**config.mk**
```make
export PLATFORM = sky130hd
export DESIGN_NAME = oled_fb_reader
export DESIGN_NICKNAME = d
export VERILOG_FILES = /design/src/rtl/oled_fb_pkg.sv /design/src/rtl/oled_scale_dda.sv /design/src/rtl/oled_fb_reader.sv
export SDC_FILE = /design/constraint.sdc
export NUM_CORES = 1
export LEC_CHECK = 0
export BUFFER_PORTS_ARGS = -buffer_cell sky130_fd_sc_hd__buf_4
export CAP_MARGIN = 20
export CORE_MARGIN = 10
export CORE_UTILIZATION = 50
export CTS_BUF_LIST = sky130_fd_sc_hd__clkbuf_4 sky130_fd_sc_hd__clkbuf_8
export CTS_CLUSTER_SIZE = 40
export DETAILED_ROUTE_END_ITERATION = 10
export HOLD_SLACK_MARGIN = 0.03
export PLACE_DENSITY = 0.7
export SLEW_MARGIN = 10
export SYNTH_ARGS = -nofsm -noshare
export SYNTH_HDL_FRONTEND = slang
export SYNTH_HIERARCHICAL = 1
export SYNTH_SLANG_ARGS = --single-unit
```
**constraint.sdc**
```tcl
create_clock -name oclk -period 5 [get_ports oclk]
set_clock_uncertainty 0.2 [all_clocks]
set_input_delay 0.5 -clock oclk [delete_from_list [all_inputs] [get_ports oclk]]
set_output_delay 0.5 -clock oclk [all_outputs]
set_load 0.02 [all_outputs]
```
**src/rtl/oled_fb_pkg.sv**
```systemverilog
// Shared constants, fetch FSM encoding and pixel-format conversion for the OLED frame-buffer path.
package oled_fb_pkg;

    localparam int FRAC_W = 32'd8;
    localparam int STEP_X = (32'd320 << FRAC_W) / 32'd96;
    localparam int STEP_Y = (32'd240 << FRAC_W) / 32'd64;
    localparam int XY_W   = 32'd7;

    typedef enum logic [1:0] {
        ISSUE = 2'd0,
        WAIT  = 2'd1,
        READY = 2'd2
    } fb_state_e;

    // Buffer word {r5, g5, b6} to RGB565: green widened by MSB replication, blue truncated.
    function automatic logic [15:0] rgb_buf_to_565(input logic [15:0] pxl);
        return {pxl[15:11], pxl[10:6], pxl[10], pxl[5:1]};
    endfunction

endpackage

```
**src/rtl/oled_scale_dda.sv**
```systemverilog
// Nearest-neighbour raster stepper: walks the OLED raster and tracks the matching source pixel.
// With OLED_FB_READER_XY_CHECK_EN defined, exposes dx/dy and accepts a position reload.
module oled_scale_dda
    import oled_fb_pkg::*;
#(
    parameter int SRC_COLS = 32'd320,
    parameter int SRC_ROWS = 32'd240,
    parameter int DST_COLS = 32'd96,
    parameter int DST_ROWS = 32'd64,
    parameter int FRAC_P   = FRAC_W,
    parameter int STEP_X_P = STEP_X,
    parameter int STEP_Y_P = STEP_Y,
    parameter int SX_W     = $clog2(SRC_COLS),
    parameter int SY_W     = $clog2(SRC_ROWS)
) (
    input  logic            oclk,
    input  logic            rst,
    input  logic            advance,
    input  logic            restart,
`ifdef OLED_FB_READER_XY_CHECK_EN
    input  logic            load,
    input  logic [XY_W-1:0] load_dx,
    input  logic [XY_W-1:0] load_dy,
    output logic [XY_W-1:0] dx,
    output logic [XY_W-1:0] dy,
`endif
    output logic [SX_W-1:0] sx,
    output logic [SY_W-1:0] sy,
    output logic            last_pixel
);

    localparam int ACC_W = 32'd20;
    localparam int INT_W = ACC_W - FRAC_P;
    localparam logic [ACC_W-1:0] STEP_X_A = ACC_W'(STEP_X_P);
    localparam logic [ACC_W-1:0] STEP_Y_A = ACC_W'(STEP_Y_P);
    localparam logic [XY_W-1:0]  DX_LAST  = XY_W'(DST_COLS - 32'd1);
    localparam logic [XY_W-1:0]  DY_LAST  = XY_W'(DST_ROWS - 32'd1);
    localparam logic [XY_W-1:0]  XY_ONE   = XY_W'(32'd1);
    localparam logic [INT_W-1:0] SX_MAX   = INT_W'(SRC_COLS - 32'd1);
    localparam logic [INT_W-1:0] SY_MAX   = INT_W'(SRC_ROWS - 32'd1);

    logic [XY_W-1:0]  dx_r, dy_r;
    logic [ACC_W-1:0] sx_fp_r, sy_fp_r;
    logic [INT_W-1:0] sx_int_s, sy_int_s;

    // Raster position and fixed-point source accumulators; row end resets x and steps y.
    always_ff @(posedge oclk) begin
        if (rst || restart) begin
            dx_r    <= '0;
            dy_r    <= '0;
            sx_fp_r <= '0;
            sy_fp_r <= '0;
        end
`ifdef OLED_FB_READER_XY_CHECK_EN
        else if (load) begin
            dx_r    <= load_dx;
            dy_r    <= load_dy;
            sx_fp_r <= ACC_W'(load_dx) * STEP_X_A;
            sy_fp_r <= ACC_W'(load_dy) * STEP_Y_A;
        end
`endif
        else if (advance) begin
            if (dx_r == DX_LAST) begin
                dx_r    <= '0;
                sx_fp_r <= '0;
                if (dy_r == DY_LAST) begin
                    dy_r    <= '0;
                    sy_fp_r <= '0;
                end else begin
                    dy_r    <= dy_r + XY_ONE;
                    sy_fp_r <= sy_fp_r + STEP_Y_A;
                end
            end else begin
                dx_r    <= dx_r + XY_ONE;
                sx_fp_r <= sx_fp_r + STEP_X_A;
            end
        end
    end

    // Integer source coordinates, clamped so truncation drift can never leave the frame.
    always_comb begin
        sx_int_s = sx_fp_r[ACC_W-1:FRAC_P];
        sy_int_s = sy_fp_r[ACC_W-1:FRAC_P];
        if (sx_int_s > SX_MAX) begin
            sx = SX_MAX[SX_W-1:0];
        end else begin
            sx = sx_int_s[SX_W-1:0];
        end
        if (sy_int_s > SY_MAX) begin
            sy = SY_MAX[SY_W-1:0];
        end else begin
            sy = sy_int_s[SY_W-1:0];
        end
        last_pixel = (dx_r == DX_LAST) && (dy_r == DY_LAST);
    end

`ifdef OLED_FB_READER_XY_CHECK_EN
    assign dx = dx_r;
    assign dy = dy_r;
`endif

endmodule

```
**src/rtl/oled_fb_reader.sv**
```systemverilog
// Frame-buffer to OLED pixel source: prefetches the downscaled pixel and serves it on next_pixel.
// Optional OLED_FB_READER_XY_CHECK_EN adds x/y position checking with realignment and sticky xy_err.
module oled_fb_reader
    import oled_fb_pkg::*;
#(
    parameter int SRC_COLS = 32'd320,
    parameter int SRC_ROWS = 32'd240,
    parameter int DST_COLS = 32'd96,
    parameter int DST_ROWS = 32'd64,
    parameter int ADDR_W   = 32'd17,
    parameter int PXL_W    = 32'd16,
    parameter int RD_LAT   = 32'd1,
    parameter int FRAC_W   = 32'd8
) (
    input  logic              oclk,
    input  logic              rst,
    input  logic              next_pixel,
    input  logic              resync,
    output logic [ADDR_W-1:0] fb_addr,
    input  logic [PXL_W-1:0]  fb_pxl,
    output logic [15:0]       color,
    output logic              frame_done,
`ifdef OLED_FB_READER_XY_CHECK_EN
    input  logic [6:0]        x,
    input  logic [6:0]        y,
    output logic              xy_err,
`endif
    output logic              underrun
);

    localparam int SX_W = $clog2(SRC_COLS);
    localparam int SY_W = $clog2(SRC_ROWS);
    localparam logic [1:0]        RD_LAT_C   = 2'(RD_LAT);
    localparam logic [ADDR_W-1:0] SRC_COLS_A = ADDR_W'(SRC_COLS);

    fb_state_e         state_r, state_nx_s;
    logic [1:0]        lat_r;
    logic [PXL_W-1:0]  pend_r;
    logic [ADDR_W-1:0] fb_addr_r, addr_s;
    logic [15:0]       color_r;
    logic              frame_done_r, underrun_r;
    logic              strobe_s, issue_s, decr_s, capture_s, consume_s, underrun_ev_s;
    logic              xy_mismatch_s, last_pixel_s;
    logic [SX_W-1:0]   sx_s;
    logic [SY_W-1:0]   sy_s;

`ifdef OLED_FB_READER_XY_CHECK_EN
    localparam logic [XY_W-1:0] DX_LAST = XY_W'(DST_COLS - 32'd1);
    localparam logic [XY_W-1:0] DY_LAST = XY_W'(DST_ROWS - 32'd1);
    logic [XY_W-1:0] dx_s, dy_s, load_dx_s, load_dy_s;
    logic            xy_err_r;

    // Position check against oled_video; on mismatch realign to the pixel after (x, y).
    always_comb begin
        xy_mismatch_s = strobe_s && ((x != dx_s) || (y != dy_s));
        if (x == DX_LAST) begin
            load_dx_s = '0;
            if (y == DY_LAST) begin
                load_dy_s = '0;
            end else begin
                load_dy_s = y + XY_W'(32'd1);
            end
        end else begin
            load_dx_s = x + XY_W'(32'd1);
            load_dy_s = y;
        end
    end

    // Sticky position-error flag.
    always_ff @(posedge oclk) begin
        if (rst) begin
            xy_err_r <= 1'b0;
        end else if (xy_mismatch_s) begin
            xy_err_r <= 1'b1;
        end
    end

    assign xy_err = xy_err_r;
`else
    assign xy_mismatch_s = 1'b0;
`endif

    oled_scale_dda #(
        .SRC_COLS (SRC_COLS),
        .SRC_ROWS (SRC_ROWS),
        .DST_COLS (DST_COLS),
        .DST_ROWS (DST_ROWS),
        .FRAC_P   (FRAC_W),
        .STEP_X_P ((SRC_COLS << FRAC_W) / DST_COLS),
        .STEP_Y_P ((SRC_ROWS << FRAC_W) / DST_ROWS),
        .SX_W     (SX_W),
        .SY_W     (SY_W)
    ) u_dda (
        .oclk       (oclk),
        .rst        (rst),
        .advance    (strobe_s),
        .restart    (resync),
`ifdef OLED_FB_READER_XY_CHECK_EN
        .load       (xy_mismatch_s),
        .load_dx    (load_dx_s),
        .load_dy    (load_dy_s),
        .dx         (dx_s),
        .dy         (dy_s),
`endif
        .sx         (sx_s),
        .sy         (sy_s),
        .last_pixel (last_pixel_s)
    );

    // Fetch FSM state register.
    always_ff @(posedge oclk) begin
        if (rst) begin
            state_r <= ISSUE;
        end else begin
            state_r <= state_nx_s;
        end
    end

    // Any strobe or resync restarts the fetch for the new raster position.
    always_comb begin
        state_nx_s = state_r;
        if (resync || next_pixel) begin
            state_nx_s = ISSUE;
        end else begin
            case (state_r)
                ISSUE:   state_nx_s = WAIT;
                WAIT:    state_nx_s = (lat_r == 2'd0) ? READY : WAIT;
                READY:   state_nx_s = READY;
                default: state_nx_s = ISSUE;
            endcase
        end
    end

    // FSM control decode.
    always_comb begin
        strobe_s      = next_pixel && !resync;
        issue_s       = 1'b0;
        decr_s        = 1'b0;
        capture_s     = 1'b0;
        consume_s     = 1'b0;
        underrun_ev_s = 1'b0;
        case (state_r)
            ISSUE: begin
                issue_s       = !resync && !next_pixel;
                underrun_ev_s = strobe_s;
            end
            WAIT: begin
                decr_s        = !resync && !next_pixel && (lat_r != 2'd0);
                capture_s     = !resync && !next_pixel && (lat_r == 2'd0);
                underrun_ev_s = strobe_s;
            end
            READY: begin
                consume_s = strobe_s;
            end
            default: begin
                issue_s = 1'b0;
            end
        endcase
    end

    // Linear buffer address of the current source pixel.
    always_comb begin
        addr_s = ADDR_W'(sy_s) * SRC_COLS_A + ADDR_W'(sx_s);
    end

    // Fetch datapath and registered outputs.
    always_ff @(posedge oclk) begin
        if (rst) begin
            fb_addr_r    <= '0;
            lat_r        <= 2'd0;
            pend_r       <= '0;
            color_r      <= 16'd0;
            frame_done_r <= 1'b0;
            underrun_r   <= 1'b0;
        end else begin
            frame_done_r <= consume_s && last_pixel_s && !xy_mismatch_s;
            if (issue_s) begin
                fb_addr_r <= addr_s;
                lat_r     <= RD_LAT_C;
            end else if (decr_s) begin
                lat_r <= lat_r - 2'd1;
            end
            if (capture_s) begin
                pend_r <= fb_pxl;
            end
            if (consume_s) begin
                color_r <= rgb_buf_to_565(pend_r);
            end
            if (underrun_ev_s) begin
                underrun_r <= 1'b1;
            end
        end
    end

    assign fb_addr    = fb_addr_r;
    assign color      = color_r;
    assign frame_done = frame_done_r;
    assign underrun   = underrun_r;

endmodule

```
==> results_dict.tcl <==
set metrics [dict create \
    status "completed" \
    dpl-instance-area_mm2 0.00525 \
    worst-endpoint-required_ns 5.11 \
    post_drt_wl_per_cell_um 13.2 \
    synthesis.nets 609 \
    synthArstFlopShare_pct 0 \
    grt_first_pass_wirelength_um 17300 \
    fp.coreArea_mm2 0.00928 \
    initial_utilization_pct 51.5 \
    fin_tns_setup_ns 0 \
    cp_cell_sequence "nor4_1 -> nand2_1 -> or2_2 -> ha_1 -> ha_1 -> fa_1 -> a211oi_1 -> nor2_1 -> xor2_1 -> nand3_1 -> o311a_1 -> nor3_2" \
    postCtsResizedCells 0 \
    grt_ovf 0 \
    tightestPinTransition_ns 1.06 \
    pin_count_of_the_biggest_net_entering_global_routing 56 \
    postLayoutCellArea_mm2 0.00545 \
    dpl.cell_count 729 \
    insertion_delay_ns 0.38 \
    critical_path_peak_fanout 6 \
    worst_ir_drop_vdd_uv 129 \
    fin_crit_ns 4.01 \
    width_of_the_die_um 118 \
    critical-path-slowest-cell "nor4_1" \
    totalPowerFinal_w 0.00141 \
    globalRouteTotalUtil_pct 14.5 \
    row_count 35 \
    worst-endpoint-arrival_ns 4.12 \
    finalMaxSlewViolations 0 \
    route.final.wire_length_um 9830 \
    die_area_mm2 0.0139 \
    end_kind "flip-flop" \
    period_share_pct 80.2 \
    holdCritPathClass "in -> reg" \
    port_buffers 53 \
    syn2layout_area_growth_pct 14.1 \
    worst-path-buf-inv 0 \
    cp_slowest_stage_delay_ns 0.53 \
    mappedNetlistArea_mm2 0.00478 \
    worst_case_register_to_register_setup_slack_ns 0.99 \
    synthDominantCellAreaShare_pct 42.3 \
    setup_viol 0 \
    fin_worst_hold_slack_ns 0.111 \
    insertedDiodeCount 0 \
    global_route_met2_utilization_pct 22.6 \
    antenna_found_initial 0 \
    synthesis.yosys.warnings 6 \
    max_freq_mhz 249 \
    worst_setup_hold_path_clk_slew_ns 0.10 \
    grt_busiest_layer "met2" \
    firstDrtPassIters 4 \
    critical_path.top_delay_family "simple AND/OR/NAND/NOR gates" \
    cellPowerDensity_mw_per_mm2 258 \
    yosys-top-cells-area "dfxtp_1 (42%), nand2_1 (8.3%), nor2_1 (5.7%)" \
    clock-sinks 101 \
    timing.slew.headroom_pct 29.4 \
    syn-instance-count 567 \
    grt_setup_unrepaired "false" \
    cts_tree "done" \
    die_height_um 118 \
    post_layout_nonfiller_instances 746 \
    final_layout_size_suffix_gt1_share_pct 16.0 \
    cts.path.max_buffers 2 \
    dominantRegCellSynth "dfxtp_1" \
    max_cap_viol_count 0 \
    finalHoldViolCount 0 \
    postSynthRegisterBits 101 \
    number_of_design_rule_violations_left_after_detail_routing 0 \
    p_leak_nw 2.08 \
    route.vias.total 3831 \
    number_of_setup_buffers_added_after_cts 0 \
    routabilityCongestion 0.794 \
    htree_levels 3 \
    synth.avg_cell_area_um2 8.43 \
    initialDrtViolationCount 201 \
    avgViaCountPerCell 5.14 \
    worst_setup_path_start_kind "flip-flop" \
    grt_pass1_vias 3683 \
    grt_util_met1_pct 18.8 \
    design.final.nets 654 \
    filler_cell_count 873 \
    number_of_enable_type_register_cells_in_the_synthesized_netlist 0 \
    synth.lib_cells_used.distinct 52 \
    dp_hpwl_um 7240 \
    synth_seq_area_share_pct 42.3 \
    io_pins 55 \
    post-synth-top-area-cell "dfxtp_1" \
    clock_tree.root_cell "clkbuf_8" \
    cts_hold_repair.buffers 0 \
    cp_common_cell "ha_1" \
    cts_inserted_buffers 9 \
    antenna_violating_nets_post_route 0 \
    grt_use_met3_pct 3.60 \
    crit_type "reg -> reg" \
]
synth_stat cells (2+ instances only):
| master | instances |
|---|---|
| nand2_1 | 106 |
| dfxtp_1 | 101 |
| nor2_1 | 72 |
| a21oi_1 | 51 |
| xnor2_1 | 27 |
| xor2_1 | 22 |
| ha_1 | 20 |
| inv_1 | 15 |
| clkbuf_1 | 13 |
| o21ai_0 | 13 |
| or2_2 | 13 |
| nand4_1 | 11 |
| nor3_1 | 11 |
| a211oi_1 | 10 |
| nand3_1 | 8 |
| buf_2 | 6 |
| nand2b_1 | 6 |
| nor4_1 | 6 |
| nor2b_1 | 5 |
| or3_1 | 4 |
| a211oi_2 | 3 |
| a21o_1 | 3 |
| and4_1 | 3 |
| mux2i_1 | 3 |
| nor4b_1 | 3 |
| a31oi_1 | 2 |
| and2_1 | 2 |
| and3_1 | 2 |
| fa_1 | 2 |
| o311a_1 | 2 |
kinds of logic after synthesis:
family          share of synthesized area (%)
compound gates                           11.8
xor+xnor                                 8.97
fa+ha+maj                                6.07
buf+inv                                  3.22
flops                                    42.3
mux                                     0.628
simple gates                             27.1
registers in the layout, indices dropped and copies added, names as in the netlist:
| register | cells |
|---|---|
| lat_r | 2 |
| state_r | 2 |
| u_dda/sx_fp_r | 20 |
| color | 15 |
| u_dda/dy_r | 7 |
| u_dda/dx_r | 7 |
| pend_r | 15 |
| frame_done | 1 |
| fb_addr | 17 |
| u_dda/sy_fp_r | 14 |
| underrun | 1 |
path summary, 6_finish.rpt:
check | start | to | cells after the start
max | u_dda/sy_fp_r[16]$_SDFFE_PP0P_ | fb_addr[16]$_SDFFE_PP0P_ | 12
min | next_pixel | state_r[1]$_SDFF_PP0_ | 2
max reg2reg | u_dda/sy_fp_r[16]$_SDFFE_PP0P_ | fb_addr[16]$_SDFFE_PP0P_ | 12
min reg2reg | pend_r[1]$_SDFFE_PP0P_ | color[0]$_SDFFE_PP0P_ | 2
report_power, final:
part	total [W]	internal [W]	switching (W)	leakage [nW]
registers	0.000820	0.000813	0.00000681	0.816
clock network	0.000514	0.000198	0.000315	0.101
logic	0.0000756	0.0000302	0.0000454	1.16
total	0.00141	0.00104	0.000368	2.08
metal layers:
| metal | share of wire [%] | up-vias |
|---|---|---|
| li1 | - | 2009 |
| met1 | 50 | 1749 |
| met2 | 46 | 62 |
| met3 | 3.5 | 11 |
| met4 | 1.3 | 0 |
| met5 | 0 | - |
cells in the final DEF, fill, tap and decap left out, types with 2 or more instances in the layout:
cell type	synthesis	final
a211oi_1	10	10
a211oi_2	3	3
a21o_1	3	3
a21oi_1	51	51
a31oi_1	2	2
and2_1	2	2
and3_1	2	2
and4_1	3	3
buf_4	1	54
clkbuf_8	0	9
dfxtp_1	101	101
fa_1	2	2
ha_1	20	20
inv_1	15	15
inv_6	0	3
inv_8	0	2
mux2i_1	3	3
nand2_1	106	106
nand2b_1	6	6
nand3_1	8	8
nand4_1	11	11
nor2_1	72	72
nor2b_1	5	5
nor3_1	11	11
nor4_1	6	6
nor4b_1	3	3
o21ai_0	13	13
o311a_1	2	2
or2_2	13	13
or3_1	4	4
xnor2_1	27	27
xor2_1	22	22
metrics by stage:
stage	utilization (%)	setup WS, ns
6_report	58.7	0.992
5_1_grt	58.7	0.743
4_1_cts	58.7	0.964
3_5_place_dp	56.6	1.01
3_3_place_gp	56.6	1.11
2_1_floorplan	-	1.42
layout make-up:
class	instances	area, um2	share of cell area (%)
Clock buffer	9	124	2.27
Tap cell	129	161	2.96
Multi-Input combinational cell	430	2610	47.8
Timing Repair Buffer	55	410	7.52
Inverter	15	56.3	1.03
Clock inverter	7	73.8	1.35
Sequential cell	101	2020	37.1
No activity file was read; power rests on OpenSTA's default activity.
